File: src/rtl/sc_frogcheck.sv
// Frog game referee: watches the frog's row for collisions or nest arrival and
// sequences lives, nests and frog repositioning through a Moore FSM.
module sc_frogcheck #(
  parameter int         DATAWIDTH   = 8,
  parameter logic [1:0] LIVES_INIT  = 2'd3,
  parameter logic [2:0] NESTS_TOTAL = 3'd4,
  parameter logic [2:0] TOP_LEVEL   = 3'd7,
  parameter int         HOLD_CYCLES = 4
) (
  input  logic                 SC_FROGCHECK_CLOCK_50,
  input  logic                 SC_FROGCHECK_RESET_InHigh,
  input  logic                 SC_FROGCHECK_start_InLow,
  input  logic [DATAWIDTH-1:0] SC_FROGCHECK_frogrow_InBUS,
  input  logic [DATAWIDTH-1:0] SC_FROGCHECK_obstaclerow_InBUS,
  input  logic [2:0]           SC_FROGCHECK_froglevel_InBUS,
  output logic                 SC_FROGCHECK_collision_OutLow,
  output logic                 SC_FROGCHECK_nest_reached_OutLow,
  output logic                 SC_FROGCHECK_frog_reset_OutLow,
  output logic [1:0]           SC_FROGCHECK_lives_OutBUS,
  output logic [2:0]           SC_FROGCHECK_nests_OutBUS,
  output logic                 SC_FROGCHECK_gameover_OutHigh,
  output logic                 SC_FROGCHECK_win_OutHigh,
  output logic [2:0]           SC_FROGCHECK_state_OutBUS
);

  typedef enum logic [2:0] {
    IDLE    = 3'd0,
    PLAY    = 3'd1,
    HIT     = 3'd2,
    NEST    = 3'd3,
    RESPAWN = 3'd4,
    OVER    = 3'd5,
    WIN     = 3'd6
  } state_t;

  localparam logic [3:0] HOLD_RELOAD = 4'(HOLD_CYCLES - 1);

  state_t     state;
  state_t     stateNext;
  logic [1:0] livesReg;
  logic [2:0] nestsReg;
  logic [3:0] holdCnt;
  logic       overlap;
  logic       atTop;

  // An empty frog row can never overlap, so no explicit frogrow==0 guard is needed.
  assign overlap = |(SC_FROGCHECK_frogrow_InBUS & SC_FROGCHECK_obstaclerow_InBUS);
  assign atTop   = (SC_FROGCHECK_froglevel_InBUS == TOP_LEVEL);

  always_ff @(posedge SC_FROGCHECK_CLOCK_50 or posedge SC_FROGCHECK_RESET_InHigh) begin
    if (SC_FROGCHECK_RESET_InHigh) begin
      state <= IDLE;
    end else begin
      state <= stateNext;
    end
  end

  always_comb begin
    stateNext = state;
    case (state)
      IDLE, OVER, WIN: begin
        if (!SC_FROGCHECK_start_InLow) stateNext = RESPAWN;
      end
      PLAY: begin
        if (overlap)    stateNext = HIT;
        else if (atTop) stateNext = NEST;
      end
      HIT:     stateNext = (livesReg == 2'd0) ? OVER : RESPAWN;
      NEST:    stateNext = (nestsReg == NESTS_TOTAL) ? WIN : RESPAWN;
      RESPAWN: begin
        if (holdCnt == 4'd0) stateNext = PLAY;
      end
      default: stateNext = IDLE;
    endcase
  end

  // Counters change on the same edge that enters HIT/NEST, so those states
  // already see the updated lives/nests when choosing OVER/WIN.
  always_ff @(posedge SC_FROGCHECK_CLOCK_50 or posedge SC_FROGCHECK_RESET_InHigh) begin
    if (SC_FROGCHECK_RESET_InHigh) begin
      livesReg <= '0;
      nestsReg <= '0;
      holdCnt  <= '0;
    end else begin
      case (state)
        IDLE, OVER, WIN: begin
          if (!SC_FROGCHECK_start_InLow) begin
            livesReg <= LIVES_INIT;
            nestsReg <= '0;
            holdCnt  <= HOLD_RELOAD;
          end
        end
        PLAY: begin
          if (overlap) begin
            if (livesReg != 2'd0) livesReg <= livesReg - 2'd1;
          end else if (atTop) begin
            if (nestsReg != NESTS_TOTAL) nestsReg <= nestsReg + 3'd1;
          end
        end
        HIT, NEST: holdCnt <= HOLD_RELOAD;
        RESPAWN: begin
          if (holdCnt != 4'd0) holdCnt <= holdCnt - 4'd1;
        end
        default: ;
      endcase
    end
  end

  always_comb begin
    SC_FROGCHECK_collision_OutLow    = (state != HIT);
    SC_FROGCHECK_nest_reached_OutLow = (state != NEST);
    SC_FROGCHECK_frog_reset_OutLow   = (state != RESPAWN);
    SC_FROGCHECK_gameover_OutHigh    = (state == OVER) || (state == WIN);
    SC_FROGCHECK_win_OutHigh         = (state == WIN);
    SC_FROGCHECK_state_OutBUS        = state;
    SC_FROGCHECK_lives_OutBUS        = livesReg;
    SC_FROGCHECK_nests_OutBUS        = nestsReg;
  end

endmodule

File: config.mk
export PLATFORM = sky130hd
export DESIGN_NAME = sc_frogcheck
export DESIGN_NICKNAME = d
export VERILOG_FILES = /design/src/rtl/sc_frogcheck.sv
export SDC_FILE = /design/constraint.sdc
export NUM_CORES = 1
export LEC_CHECK = 0
export BUFFER_PORTS_ARGS = -buffer_cell sky130_fd_sc_hd__buf_2
export CORE_ASPECT_RATIO = 1.1
export CORE_UTILIZATION = 48
export CTS_CLUSTER_SIZE = 8
export DETAILED_ROUTE_END_ITERATION = 16
export PLACE_DENSITY = 0.87
export SLEW_MARGIN = 20
export SYNTH_ARGS = -nofsm -noshare
export SYNTH_HDL_FRONTEND = slang
export SYNTH_SLANG_ARGS = --single-unit
File: constraint.sdc
create_clock -name SC_FROGCHECK_CLOCK_50 -period 2.65 [get_ports SC_FROGCHECK_CLOCK_50]
set_clock_uncertainty 0.05 [all_clocks]
set_input_delay 0.6625 -clock SC_FROGCHECK_CLOCK_50 [delete_from_list [all_inputs] [get_ports SC_FROGCHECK_CLOCK_50]]
set_output_delay 0.6625 -clock SC_FROGCHECK_CLOCK_50 [all_outputs]
set_load 0.02 [all_outputs]
# Word level (Yosys, flattened, before mapping)
# Cells that the tools add are included.
[op_classes]
div = 0
muxes = 19
reduce_logical = 15
add_sub_neg = 3
eq_ne = 21
bitwise_logic = 1
mul = 0
shift = 0
order_cmp = 0
[op_table]
columns = ["operator", "n"]
rows = [
  ["$mux W3", 8],
  ["$ne A2 B2 Y1 const B", 8],
  ["$eq A3 B3 Y1 const B", 5],
  ["$pmux W3 S5", 1],
  ["$pmux W4 S3", 1],
  ["$ne A3 B3 Y1 const B", 3],
  ["$and A8 B8 Y8", 1],
  ["$mux W2", 4],
  ["$mux W4", 2],
  ["$reduce_or A8 Y1", 1],
  ["$eq A3 B2 Y1 const B", 2],
  ["$ne A3 B2 Y1 const B", 2],
  ["$pmux W3 S2", 1],
  ["$reduce_and A3 Y1", 2],
  ["$reduce_and A5 Y1", 1],
  ["$logic_not A4 Y1", 1],
  ["$pmux W2 S2", 1],
  ["$reduce_and A4 Y1", 1],
  ["$reduce_bool A2 Y1", 2],
  ["$reduce_bool A4 Y1", 1],
  ["$sub A4 B1 Y4 const B", 1],
  ["$add A3 B1 Y3 const B", 1],
  ["$eq A3 B1 Y1 const B", 1],
  ["$logic_not A3 Y1", 1],
  ["7 further kinds", 7],
]
[totals]
input_bits = 22
regBits = 12
word_cells = 63
romBits = 0
latch_bits = 0
ram_bits = 0
mem_count = 0

# Depth between registers and ports, before layout
# Gate-level depths: netlist of the first run.
[logic_depth]
word_depth = 5
mapped_depth = 6
ltp_nobuf = 6

# Worst setup path before layout of the first run
# No wires, ideal clock.
[synth_timing]
kind = "register to output"
from = "register state[0] (netlist: SC_FROGCHECK_state_OutBUS[0])"
to = "output port SC_FROGCHECK_gameover_OutHigh"
path_stages_with_launch = 4
t_required_ns = 1.938
setup_slack_ns = 0.683
t_arrival_ns = 1.254
path_buffers = 1
cell_sequence = "dfrtp_1 buf_2 xor2_2 and2_1"
[synth_via]
elab_chain_cells = 2
word_cells_on_any_way = 3
classes_between = "eq/ne (2); reduce/logical (1)"
[synth_rtl]
columns = ["element", "line_no", "text"]
rows = [
  ["start: declaration", "38", "state_t state;"],
  ["start signal: assignment", "54", "state <= stateNext;"],
  ["$eq A3 B3 Y1", "113", "SC_FROGCHECK_gameover_OutHigh = (state == OVER) || (state == WIN);"],
  ["$logic_or A1 B1 Y1 (*)", "113", ""],
  ["end: declaration", "21", "output logic SC_FROGCHECK_gameover_OutHigh,"],
]
# Mark *: on every way between the ends. The rest lies on a longest branch, timed or not.

# Worst setup path in the final report of the first run
[layout_timing]
from = "register state[1] (netlist: SC_FROGCHECK_state_OutBUS[1])"
to = "output port SC_FROGCHECK_gameover_OutHigh"
# The elaborated chain is that of the path after synthesis.

==> summary.txt, run 1 <==
STA
  – Worst slew pin tran: 0.4702 ns
  – Setup tns final: 0 ns
  – Slew headroom: 68.21%
  – Max Freq: 0.4399 GHz
  – Tmin final: 2.273 ns
  – RSZ-0062 raised after global routing: false
  – Slew Viols, Final: 0
  – Hold WS: between 0.3 and 0.4 ns
  – Period utilization: 85.78%
  – Setup violations, final: 0
  – Final setup margin: 0.3767 ns
  – Final Hold Fails: 0

Logic synthesis
  – EDFF count, synth: 0
  – Mapped Cells: 103
  – Sequential area share after synthesis: 32.04%
  – Netlist cell types: between 40 and 50
  – FF+latch count, synth: 12
  – Post-Syn Nets: 130
  – FFs w/ async S/R, synth: 100.0%
  – Yosys Warn Count: 0
  – Syn avg cell area: 9.099 um^2
  – Mapped Area: 937.1 um^2
  – Synth Flop Type: dfrtp_1

Clocking
  – CTS Hold Bufs: 0
  – Sink Count: 12
  – Clock latency on the worst-skew pair: around 0.27 ns
  – Clk slew on worst S/H paths: 0.08 ns
  – CTS buffer count: 3
  – H-tree Lvls: 1
  – TritonCTS clock tree: done
  – Post-CTS Resized: 0
  – Max Root-Sink Buffers: 2
  – Postcts setup bufs: 0
  – Root Driver: clkbuf_4

Worst setup path
  – CP Launch Point: SC_FROGCHECK_state_OutBUS[1]$_DFFE_PP0P_
  – Setup CP Type: flip-flop to output pin
  – CP required: 1.94 ns
  – Reg-to-Reg Start: SC_FROGCHECK_state_OutBUS[0]$_DFFE_PP0P_
  – Crit Path Max Fanout: 13
  – Critical Path AT: 1.56 ns
  – Worst Setup Start Kind: flip-flop
  – Critical path endpoint category: output pin

Power and ir drop
  – Clock power share: about an eighth
  – Pwr dens: between 1000 and 1500 nW/um^2
  – Combinational Power Share: roughly 57%
  – Seq pwr share: a little under a third
  – Sw frac: 47.64%
  – Internal Power: 0.0006206 W
  – Leak: approximately 0.56 nW
  – Peak VDD IR: 0.5612 mV
  – Net Sw Power: ~0.00056 W

Global routing
  – First-pass GRT wire length: 3.429 mm
  – Vias in the first global route: a little over 800
  – GRT Total Usage: 20.62%
  – GRT overflow: 0
  – Initial antenna violation count: 0
  – Largest net degree at the start of global routing: 14

Drt
  – Routed Wire Length: 2.110 mm
  – DR iter-0 viols: 31
  – Routed wire per std cell: 13.53 um
  – Detail Route Antenna Nets: 0
  – DRT Pass-1 Iters: 6
  – Residual DRC: 0
  – Via density per instance: 6.000
  – Vias post-DR: 936

Floorplan
  – FP Rows: 16
  – DIE AREA: 2133 um^2
  – Die width: 44.13 um
  – Die Y: 48.34 um
  – Core Footprint: 1802 um^2
  – I/O pins: 35
  – Initial Utilization: 52.01%

Finish
  – Ant diodes: 0
  – Design area: 1145 um^2
  – Nets: 166
  – Multi-input gate area: 570.5 um^2
  – P&R area growth vs syn: 22.16%
  – Layout cells sized above 1: 34.06%
  – Filler cell count: 150
  – Seq. cell area: 300.3 um^2

Placement
  – DP Area: between 1000 and 1500 um^2
  – DP Wirelength: 1.671 mm
  – RePlAce Congestion: 0.8352
  – Dpl ws: 0.4914 ns
  – PortBufs: 34

Status
  – Status: completed

Worst hold path
  – Hold WC Path Type: input pin to asynchronous set/reset pin

Flow run
  – MaxCap Viol Count: 0
-- state kept, by name, summed over array words and instances (netlist names) --
signal / count
SC_FROGCHECK_nests_OutBUS: 3
SC_FROGCHECK_state_OutBUS: 3
SC_FROGCHECK_lives_OutBUS: 2
holdCnt: 4
-- final cells by class --
class                      count  area share, %
multi-input combinational     76          49.84
inverter                      12          3.934
timing repair buffer          34          14.86
clock buffer                   4          3.169
sequential                    12          26.23
tap                           18          1.967
-- routing by layer --
layer  share of wire [%]  wire length, um  track usage, %  vias up
li1                    -                -               -      445
met1                  43              910           25.95      451
met2                  51             1081           34.56       36
met3                 4.4               92           5.224        4
met4                 1.2               25           5.051        0
met5                   0                0               0        -
-- synth_stat cells, drive strengths merged (2+ instances only) --
master,n,area share [%]
ha,5,6.7
o21ba,2,2.1
mux2,4,4.8
nor2,4,1.6
nand3b,2,1.6
and2,2,1.3
nand2,7,2.8
or3,2,1.3
nand2b,3,2.0
a21oi,6,3.2
nor2b,2,1.3
nor3b,2,3.3
dfrtp,12,32
buf,3,2.3
and3,2,1.3
o211ai,2,1.6
nand3,4,2.7
nor4,2,1.3
o21ai,4,2.1
a22oi,5,4.0
inv,12,4.8
-- power groups by stage --
stage,combinational (W),clock [W],sequential (W)
floorplan,0.000515,0,0.000355
global route,0.000745,0.000158,0.000375
CTS,0.000672,0.000151,0.000360
finish,0.000673,0.000150,0.000363
global placement,0.000648,0,0.000357
detailed placement,0.000668,0,0.000364
-- cell usage in the layout, fill, tap and decap left out, types with 2 or more instances in the layout --
cell type,count
and2_1,2
buf_2,34
and3_1,2
nor2b_1,2
nand3_1,3
dfrtp_1,12
mux2_1,2
a22oi_1,5
o21ai_0,4
o211ai_1,2
nand3b_1,2
a21oi_1,6
nor2_1,4
inv_1,12
mux2_2,2
nand2b_1,3
nand2_1,7
or3_1,2
clkbuf_4,3
ha_1,5
nor4_1,2
-- critical path, stage by stage (launching register included) --
cell,delay (ns)
dfrtp_1,0.65
xor2_2,0.32
and2_1,0.16
buf_2,0.15
-- final timing paths --
check	end	slack, ns	cells after the start
max	SC_FROGCHECK_gameover_OutHigh	0.38	3
min in group SC_FROGCHECK_CLOCK_50	holdCnt[1]$_DFFE_PP0P_	0.48	1
max in group asynchronous	SC_FROGCHECK_nests_OutBUS[2]$_DFFE_PP0P_	1.89	2
max reg2reg	SC_FROGCHECK_state_OutBUS[1]$_DFFE_PP0P_	0.45	4
min reg2reg	holdCnt[1]$_DFFE_PP0P_	0.48	1
min	SC_FROGCHECK_nests_OutBUS[1]$_DFFE_PP0P_	0.34	2
-- stage by stage --
step	total power [W]	util (%)	instances
3_3_place_gp	0.001006	61.53	152
4_1_cts	0.001183	63.54	156
2_1_floorplan	0.0008700	-	103
6_report	0.001185	63.54	156
3_5_place_dp	0.001032	61.53	152
5_1_grt	0.001278	63.54	156
-- logic make-up after synthesis --
kind of cell	Yosys count	synth area share (%)
adders and majority gates	5	6.676
muxes	4	4.806
and+or+nand+nor	36	23.76
DFF	12	32.04
xor gates and xnor gates	1	1.736
AOI/OAI and AO/OA	30	23.90
buffers and inverters	15	7.076
(Power assumes the default switching activity.)
==> run 2, diff against run 1 <==
--- a/config.mk
+++ b/config.mk
@@ -7,10 +7,11 @@
 export LEC_CHECK = 0
 export BUFFER_PORTS_ARGS = -buffer_cell sky130_fd_sc_hd__buf_2
 export CORE_ASPECT_RATIO = 1.1
-export CORE_UTILIZATION = 48
+export CORE_UTILIZATION = 43
 export CTS_CLUSTER_SIZE = 8
 export DETAILED_ROUTE_END_ITERATION = 16
-export PLACE_DENSITY = 0.87
+export PLACE_DENSITY = 0.83
+export RECOVER_POWER = 100
 export SLEW_MARGIN = 20
 export SYNTH_ARGS = -nofsm -noshare
 export SYNTH_HDL_FRONTEND = slang
==> constraint.sdc (replaced) <==
create_clock -name SC_FROGCHECK_CLOCK_50 -period 1.9 [get_ports SC_FROGCHECK_CLOCK_50]
set_clock_uncertainty 0.05 [all_clocks]
set_input_delay 0 -clock SC_FROGCHECK_CLOCK_50 [delete_from_list [all_inputs] [get_ports SC_FROGCHECK_CLOCK_50]]
set_output_delay 0 -clock SC_FROGCHECK_CLOCK_50 [all_outputs]
set_load 0.02 [all_outputs]
==> run 2 against run 1 <==
  * Total power rose by 56%
  * Non-clock buffer count rose by 15
  * Setup slack got worse by 0.32 ns
  * Cell area rose by 11%
  * Combinational power rose by 78%
  * Register-to-register slack got worse by 0.39 ns
  * Die area rose by 11%
==> summary.txt, run 2 (synthesis gave the netlist of run 1 again) <==
STA
  – Hold WS: 0.1257 ns (-0.2118 ns)
  – Max Freq: about 0.54 GHz
  – Final Hold Fails: 0 (unchanged)
  – Tmin final: 1.839 ns
  – Period utilization: 96.80%
  – Setup violations, final: 0 (unchanged)
  – Slew Viols, Final: 0 (unchanged)
  – Worst slew pin tran: 0.4747 ns (+0.004484 ns)
  – Slew headroom: 68.32% (+0.11 points)
  – Setup tns final: 0 ns (unchanged)
  – RSZ-0062 raised after global routing: true

Global routing
  – GRT overflow: 0 (unchanged)
  – GRT Total Usage: 22.07% (+1.5 points)
  – Largest net degree at the start of global routing: 13 (-1)
  – Initial antenna violation count: 0 (unchanged)
  – First-pass GRT wire length: 3.829 mm (+12%)
  – Vias in the first global route: 947 (+17%)

Drt
  – Via density per instance: 5.331 (-11%)
  – Routed wire per std cell: 12.72 um (-6.0%)
  – DR iter-0 viols: 14 (-55%)
  – Vias post-DR: 965 (+3.1%)
  – Detail Route Antenna Nets: 0 (unchanged)
  – Routed Wire Length: 2.302 mm (+9.1%)
  – DRT Pass-1 Iters: 4 (-2)
  – Residual DRC: 0 (unchanged)

Power and ir drop
  – Peak VDD IR: 0.8821 mV (+57%)
  – Internal Power: 0.001003 W (+62%)
  – Combinational Power Share: 64.7% (+8.0 points)
  – Leak: 0.5989 nW (+7.4%)
  – Net Sw Power: 0.0008457 W (+50%)
  – Seq pwr share: 24.1% (-6.5 points)
  – Pwr dens: 1457 nW/um^2 (+41%)
  – Clock power share: 11.2% (-1.5 points)
  – Sw frac: 45.75% (-1.9 points)

Placement
  – Dpl cells: 175 (+15%)
  – PortBufs: 34 (unchanged)
  – RePlAce Congestion: 0.7634 (-8.6%)
  – DP Wirelength: 1.848 mm (+11%)

Worst setup path
  – Critical Path AT: 1.96 ns (+0.40 ns)
  – Reg2Reg Depth: 7 (+3)
  – R2R Path End: SC_FROGCHECK_state_OutBUS[0]$_DFFE_PP0P_
  – Setup CP Type: flip-flop to flip-flop
  – CP endpoint: SC_FROGCHECK_state_OutBUS[0]$_DFFE_PP0P_
  – Worst Setup Start Kind: flip-flop
  – Critical path endpoint category: flip-flop
  – Crit Path Max Fanout: 4 (-9)
  – CP Launch Point: holdCnt[1]$_DFFE_PP0P_
  – Reg-to-Reg Start: holdCnt[1]$_DFFE_PP0P_
  – R2R Setup Slk: 0.06 ns (-0.39 ns)
  – CP required: 2.02 ns (+0.08 ns)

Clocking
  – CTS buffer count: 3 (unchanged)
  – Max Root-Sink Buffers: 2 (unchanged)
  – Clk slew on worst S/H paths: 0.08 ns (about the same)
  – Root Driver: clkbuf_4
  – TritonCTS clock tree: done
  – H-tree Lvls: 1 (unchanged)
  – Sink Count: 12 (unchanged)
  – Clock latency on the worst-skew pair: 0.28 ns (about the same)

Floorplan
  – Core Footprint: 2021 um^2 (+12%)
  – Die width: 46.51 um (+5.4%)
  – Initial Utilization: 46.38% (-5.6 points)
  – I/O pins: 35 (unchanged)
  – FP Rows: 17 (+1)
  – DIE AREA: 2370 um^2 (+11%)
  – Die Y: 50.96 um (+5.4%)

Finish
  – Non-Filler Instances: 181 (+16%)
  – Ant diodes: 0 (unchanged)
  – Most common cell after layout, fill and taps aside: buf_2
  – Layout cells sized above 1: 33.99% (-0.071 points)
  – Highest-count cells in the layout ignoring fill and taps: 24 x buf_2, 13 x clkbuf_1, 12 x dfrtp_1, 12 x inv_1, 11 x buf_4
  – Number of flip-flops in the largest register: 4 (unchanged)
  – P&R area growth vs syn: 35.38%
  – Largest Register: holdCnt
  – Filler cell count: 184 (+23%)
  – Final core occ: 62.79% (-0.76 points)
  – Nets: 181 (+9.0%)

Flow run
  – MaxCap Viol Count: 0 (unchanged)

Status
  – Status: completed

Worst hold path
  – Hold WC Path Type: input pin to flip-flop
## run 2: cell count changes in the layout (fill, tap and decap cells not counted), sizes merged
cell         before  now
dlygate4sd3       0    1
buf              34   35
clkbuf            4   17
## run 2: per-layer routing
layer  part of all wire [%]  up-vias  track usage [%]
met4                    1.8        0            10.29
met5                      0        -                0
met2                     53       22            40.05
li1                       -      478                -
met3                    3.4        5            3.180
met1                     42      460            23.74
## run 2: repair_timing
action / 4_1_cts / 5_1_grt
gates resized for setup: 2 / 3
pin swaps: 1 / 1
setup buffers: 1 / 0
hold buffers: 1 / 0
hold endpoints to repair: 12 / 0
setup endpoints to repair: 1 / 4
## run 2: power by group through the flow
stage | Sequential, W | Combinational [W] | Clock [W]
floorplan | 0.000495 | 0.000719 | 0
global placement | 0.000442 | 0.00115 | 0
detailed placement | 0.000450 | 0.00120 | 0
CTS | 0.000445 | 0.00123 | 0.000210
global route | 0.000461 | 0.00133 | 0.000227
finish | 0.000446 | 0.00120 | 0.000207
## run 2: critical path, cell delays in order (launching register included)
cell and delay [ns]:
dfrtp_1 0.38, inv_1 0.09, ha_2 0.18, or3b_4 0.39, nand2_1 0.13, clkbuf_1 0.20, o211ai_1 0.11, o21ba_2 0.21
## run 2: final cells by class
cell class,instances,area [um^2],area share (%)
multi-input combinational,76,590.6,46.55
timing repair buffer,49,261.5,20.61
clock buffer,4,36.28,2.860
sequential,12,300.3,23.67
tap,28,35.03,2.761
inverter,12,45.04,3.550
## run 2: worst min-delay path by stage
| stage | start | endpoint | slack, ns | cells past startpoint |
|---|---|---|---|---|
| finish | SC_FROGCHECK_start_InLow | SC_FROGCHECK_state_OutBUS[2]$_DFFE_PP0P_ | 0.13 | 3 |
| global route | SC_FROGCHECK_start_InLow | SC_FROGCHECK_state_OutBUS[2]$_DFFE_PP0P_ | 0.15 | 3 |
| CTS | SC_FROGCHECK_start_InLow | SC_FROGCHECK_state_OutBUS[2]$_DFFE_PP0P_ | 0.12 | 3 |
| detailed placement | SC_FROGCHECK_RESET_InHigh | SC_FROGCHECK_nests_OutBUS[2]$_DFFE_PP0P_ | -0.01 | 2 |
| global placement | SC_FROGCHECK_RESET_InHigh | SC_FROGCHECK_nests_OutBUS[2]$_DFFE_PP0P_ | -0.02 | 2 |
| floorplan | SC_FROGCHECK_RESET_InHigh | SC_FROGCHECK_lives_OutBUS[0]$_DFFE_PP0P_ | -0.19 | 1 |
## run 2: through the flow
step | setup slack (ns) | power [W] | instance area (um^2)
2_1_floorplan | 0.002257 | 0.001213 | 937.1
5_1_grt | -0.05985 | 0.002014 | 1269
3_3_place_gp | 0.07937 | 0.001592 | 1219
3_5_place_dp | -0.05973 | 0.001653 | 1219
4_1_cts | 0.001222 | 0.001880 | 1279
6_report | 0.06078 | 0.001848 | 1269
